===== config.mk =====
export PLATFORM = sky130hd
export DESIGN_NAME = fpu_op_sequencer
export DESIGN_NICKNAME = d
export VERILOG_FILES = /design/src/rtl/fpu_op_sequencer.sv
export SDC_FILE = /design/constraint.sdc
export NUM_CORES = 1
export LEC_CHECK = 0
export CORE_ASPECT_RATIO = 0.5
export CORE_UTILIZATION = 31
export CTS_CLUSTER_DIAMETER = 60
export DETAILED_ROUTE_END_ITERATION = 10
export GPL_ROUTABILITY_DRIVEN = 1
export PLACE_DENSITY = 0.59
export SYNTH_ARGS = -nofsm -noshare
export SYNTH_HDL_FRONTEND = slang
export SYNTH_SLANG_ARGS = --single-unit

===== constraint.sdc =====
create_clock -name clock100KHz -period 2.55 [get_ports clock100KHz]
set_input_delay 0.51 -clock clock100KHz [delete_from_list [all_inputs] [get_ports clock100KHz]]
set_output_delay 0.51 -clock clock100KHz [all_outputs]
set_load 0.01 [all_outputs]

===== src/rtl/fpu_op_sequencer.sv =====
// ----------------------------------------------------------------------------
// fpu_op_sequencer
//   Feeds a free-running fpu datapath from a small operand FIFO. Each operand
//   pair is driven onto the fpu inputs and held for HOLD_CYCLES clocks so at
//   least one complete fpu pass settles. The fpu result is then captured into
//   a valid/ready result register. Saturating counters track how many results
//   carried the OVERFLOW and UNDERFLOW flags.
//
// Ports
//   clock100KHz  in   single clock, posedge
//   reset        in   synchronous, active-high
//   in_valid     in   operand pair offered
//   in_ready     out  FIFO not full
//   in_op_a/b    in   operand pair {sign, exp[5:0], mant[24:0]}
//   fpu_op_a/b   out  registered operands to the fpu
//   fpu_data     in   fpu data_out
//   fpu_status   in   fpu status_out {UNDERFLOW,OVERFLOW,INEXACT,EXACT}
//   res_valid    out  captured result held for the consumer
//   res_ready    in   consumer accepts result
//   res_data     out  captured fpu_data
//   res_status   out  captured fpu_status
//   busy         out  sequencer not idle
//   fifo_count   out  entries in the operand FIFO
//   cnt_ovf      out  saturating count of results with OVERFLOW set
//   cnt_unf      out  saturating count of results with UNDERFLOW set
// ----------------------------------------------------------------------------
module fpu_op_sequencer #(
    parameter int DEPTH       = 4,
    parameter int HOLD_CYCLES = 64,
    parameter int CNT_W       = 8
) (
    input  logic                     clock100KHz,
    input  logic                     reset,
    input  logic                     in_valid,
    output logic                     in_ready,
    input  logic [31:0]              in_op_a,
    input  logic [31:0]              in_op_b,
    output logic [31:0]              fpu_op_a,
    output logic [31:0]              fpu_op_b,
    input  logic [31:0]              fpu_data,
    input  logic [3:0]               fpu_status,
    output logic                     res_valid,
    input  logic                     res_ready,
    output logic [31:0]              res_data,
    output logic [3:0]               res_status,
    output logic                     busy,
    output logic [$clog2(DEPTH):0]   fifo_count,
    output logic [CNT_W-1:0]         cnt_ovf,
    output logic [CNT_W-1:0]         cnt_unf
);

    localparam int AW = $clog2(DEPTH);
    localparam int HW = $clog2(HOLD_CYCLES);

    localparam logic [1:0] IDLE    = 2'd0;
    localparam logic [1:0] LOAD    = 2'd1;
    localparam logic [1:0] HOLD    = 2'd2;
    localparam logic [1:0] CAPTURE = 2'd3;

    logic [1:0]    state;
    logic [HW-1:0] hold_cnt;

    // operand FIFO, pair stored as {a, b}
    logic [63:0]   mem [DEPTH];
    logic [AW-1:0] wr_ptr;
    logic [AW-1:0] rd_ptr;
    logic [AW:0]   count;

    // popped pair waits here for the LOAD cycle
    logic [31:0]   ld_a;
    logic [31:0]   ld_b;

    logic push;
    logic pop;

    assign in_ready   = (count != (AW+1)'(DEPTH));
    assign fifo_count = count;
    assign busy       = (state != IDLE);
    assign push       = in_valid && in_ready;
    // The result slot counts as free when it is empty or being drained this
    // cycle, so back-to-back ops lose no cycle to the handshake.
    assign pop        = (state == IDLE) && (count != '0) && (!res_valid || res_ready);

    // ---------------- FIFO ----------------
    always_ff @(posedge clock100KHz) begin
        if (push)
            mem[wr_ptr] <= {in_op_a, in_op_b};
    end

    always_ff @(posedge clock100KHz) begin
        if (reset) begin
            wr_ptr <= '0;
            rd_ptr <= '0;
            count  <= '0;
            ld_a   <= '0;
            ld_b   <= '0;
        end else begin
            if (push)
                wr_ptr <= wr_ptr + 1'b1;
            if (pop) begin
                rd_ptr <= rd_ptr + 1'b1;
                ld_a   <= mem[rd_ptr][63:32];
                ld_b   <= mem[rd_ptr][31:0];
            end
            case ({push, pop})
                2'b10:   count <= count + 1'b1;
                2'b01:   count <= count - 1'b1;
                default: count <= count;
            endcase
        end
    end

    // ---------------- sequencer FSM ----------------
    always_ff @(posedge clock100KHz) begin
        if (reset) begin
            state    <= IDLE;
            hold_cnt <= '0;
            fpu_op_a <= '0;
            fpu_op_b <= '0;
        end else begin
            case (state)
                IDLE: begin
                    if (pop)
                        state <= LOAD;
                end
                LOAD: begin
                    fpu_op_a <= ld_a;
                    fpu_op_b <= ld_b;
                    hold_cnt <= '0;
                    state    <= HOLD;
                end
                HOLD: begin
                    hold_cnt <= hold_cnt + 1'b1;
                    if (hold_cnt == HW'(HOLD_CYCLES - 1))
                        state <= CAPTURE;
                end
                default: begin
                    state <= IDLE;
                end
            endcase
        end
    end

    // ---------------- result register ----------------
    always_ff @(posedge clock100KHz) begin
        if (reset) begin
            res_valid  <= 1'b0;
            res_data   <= '0;
            res_status <= '0;
        end else if (state == CAPTURE) begin
            res_valid  <= 1'b1;
            res_data   <= fpu_data;
            res_status <= fpu_status;
        end else if (res_valid && res_ready) begin
            res_valid  <= 1'b0;
        end
    end

    // ---------------- saturating event counters ----------------
    always_ff @(posedge clock100KHz) begin
        if (reset) begin
            cnt_ovf <= '0;
            cnt_unf <= '0;
        end else if (state == CAPTURE) begin
            if (fpu_status[2] && (cnt_ovf != '1))
                cnt_ovf <= cnt_ovf + 1'b1;
            if (fpu_status[3] && (cnt_unf != '1))
                cnt_unf <= cnt_unf + 1'b1;
        end
    end

endmodule


==> summary.txt <==
Status
  – Status: finished with violations
  – Failing checks: DRC

Route
  – Pre-antenna DRT Iters: 7
  – Routed length per instance: 17.07 µm
  – DRC violation total after the first TritonRoute iteration: 510
  – Via/cell ratio: 4.564
  – DRC violations left: 8
  – DR vias: 9608
  – Post-DRT Antenna Nets: 0
  – DRT Wirelength: 35930 µm

Worst setup path
  – Critical Path RT: 2.04 ns
  – Critical Path Fanout Max: 5
  – Top delay family on crit path: buffers and inverters
  – Crit path cell chain: or3b_1 -> buf_4 -> clkdlybuf4s50_1
  – Setup crit end kind: output pin
  – Startpoint Class: register
  – Critical setup path kind: reg -> out
  – CP Buf/Inv Count: 2
  – Crit-path slowest cell: clkdlybuf4s50_1
  – Largest stage delay on the critical path: 0.47 ns
  – CP arrival: 1.96 ns

CTS
  – H-tree Lvls: 2
  – Clock buffer depth: 3
  – Hold_buf cts: 0
  – Num CTS Buffers: 44
  – Worst-Skew Late Latency: 0.57 ns
  – Clk root buf: clkbuf_16
  – Setup Buffers After CTS: 0
  – CTS tree: built
  – CTS Sinks: 452
  – Clk pin slew, worst setup/hold paths: 0.06 ns

STA
  – Worst slew pin tran: 0.9207 ns
  – Tmin final: 2.465 ns
  – Final Hold Fails: 0
  – Relative slew slack: 38.62%
  – RSZ-0062 raised after global routing: no
  – Tcrit/Tclk final: 96.67%
  – Pins over their slew limit: 0
  – Final worst slack: 0.08492 ns
  – Worst Hold Slack: 0.4406 ns
  – Setup Skew: 0.02612 ns
  – Final setup violation count: 0
  – F_max: 0.4057 GHz
  – Final TNS setup: 0 ns

Die
  – Die area: 54550 µm²
  – Die X: 329.3 µm
  – Cell Rows: 59
  – IO Pins: 226
  – Starting Density: 31.68%
  – Core box area: 52410 µm²
  – Die Y: 165.6 µm

Logic synthesis
  – Cells after Synth: 1126
  – Share of the synthesized area in the top cell type: 46.30%
  – Seq/Total Area, Yosys: 69.93%
  – Post-synthesis average cell area: 14.75 µm²
  – Post-synthesis cell type count: 39
  – Mapped cell area: 16600 µm²
  – FF+latch count, synth: 452
  – Ys Warns: 0
  – Syn nets: 1244
  – Synth area leaders: edfxtp_1, dfxtp_1, mux4_2, mux2i_1, nand2_1
  – Leading area contributor after synthesis: edfxtp_1

Layout
  – Post-route cell area: 21210 µm²
  – Fraction of layout cells with a size suffix above 1: 12.99%
  – Area grow syn2layout: 27.72%
  – Post-Route Utilization: 40.46%
  – Most frequent cells in the layout: edfxtp_1, clkdlybuf4s50_1, dfxtp_1
  – Most common cell after layout, fill and taps aside: edfxtp_1
  – NumNets Final: 1484

Global routing
  – First-pass GRT wire length: 55230 µm
  – Vias in the first global route: 9462
  – Initial antenna violation count: 4
  – Largest net degree at the start of global routing: 81
  – GRT overflow: 0
  – GRT Util Overall: 12.97%

Placement
  – Detailed Place HPWL: 21480 µm
  – Port bufs: 225
  – DP Area: 19790 µm²
  – RD Place Congestion: 0.7216
  – Placement Setup Slack: 0.04046 ns

Worst hold path
  – Worst Hold Class: in -> reg

Flow run
  – Max cap viols: 0

Power
  – Pleak: 6.978 nW
  – Worst VDD drop: 513.3 µV
  – PwrDens: 967.2 nW/µm²
==> layer usage <==
layer / vias to the layer above / GRT usage [%] / part of all wire (%)
met5: - / 0 / 0.033
met4: 2 / 3.603 / 1.9
met3: 52 / 2.467 / 3.7
met2: 123 / 23.08 / 52
met1: 4840 / 15.96 / 43
li1: 4591 / - / -
==> cells by family after synthesis <==
family	synth area share (%)
xor gates and xnor gates	0.6330
adders and majority gates	1.100
DFF	69.93
buffers and inverters	2.735
AOI/OAI and AO/OA	3.263
muxes	14.77
and+or+nand+nor	7.566
==> synth_stat cells, drive strengths merged <==
cell type,n
a2111oi,2
a211oi,2
a21o,1
a21oi,77
a31oi,6
and2,1
and3,4
and4,2
buf,39
clkbuf,23
dfxtp,196
edfxtp,256
fa,1
ha,13
inv,17
mux2i,101
mux4,64
nand2,141
nand3,8
nand4,9
nor2,123
nor3,8
nor3b,1
nor4,2
o21a,1
o21ai,4
o21bai,4
o41ai,1
or2b,1
or3,4
or3b,1
or4,1
xnor2,4
xor2,8
==> registers in the layout (all words and copies together), names as in the netlist <==
name and flops:
mem 256, fpu_op_a 32, fpu_op_b 32, ld_a 32, ld_b 32, res_data 32
cnt_ovf 8, cnt_unf 8, hold_cnt 6, res_status 4, fifo_count 3, rd_ptr 2
state 2, wr_ptr 2, res_valid 1
==> cell type report <==
type,instances,area (µm²)
Fill cell,4860,31210
Tap cell,701,877.1
Timing Repair Buffer,256,2674
Clock buffer,57,1220
Antenna cell,3,7.507
Clock inverter,24,183.9
Multi-Input combinational cell,595,4561
Inverter,17,63.81
Sequential cell,452,11620
==> repair_timing <==
| action | 4_1_cts | 5_1_grt |
|---|---|---|
| gates resized for setup | 1 | 2 |
| pin swaps | 0 | 0 |
| endpoints found under the setup margin | 1 | 2 |
==> per-stage QoR <==
step	power, W	instances
after detailed placement	0.01451	2021
final	0.02051	2105
after global placement	0.01447	2021
after CTS	0.02084	2102
after floorplan	0.01285	1126
after global routing	0.02161	2105
==> power breakdown <==
| group | switching [W] | total (W) | internal, W |
|---|---|---|---|
| Combinational | 0.00268 | 0.00500 | 0.00233 |
| Sequential | 0.000510 | 0.00924 | 0.00873 |
| Clock | 0.00284 | 0.00627 | 0.00343 |
==> final timing paths <==
path                  from       endpoint  slack (ns)  cells after the start
min                  reset  fifo_count[0]        0.44                      2
max          fifo_count[0]       in_ready        0.08                      3
min reg2reg       ld_b[22]       ld_b[22]        0.45                      2
max reg2reg  fifo_count[0]  fifo_count[2]        0.27                      9
Note: power is estimated with default switching activity, not from simulation.
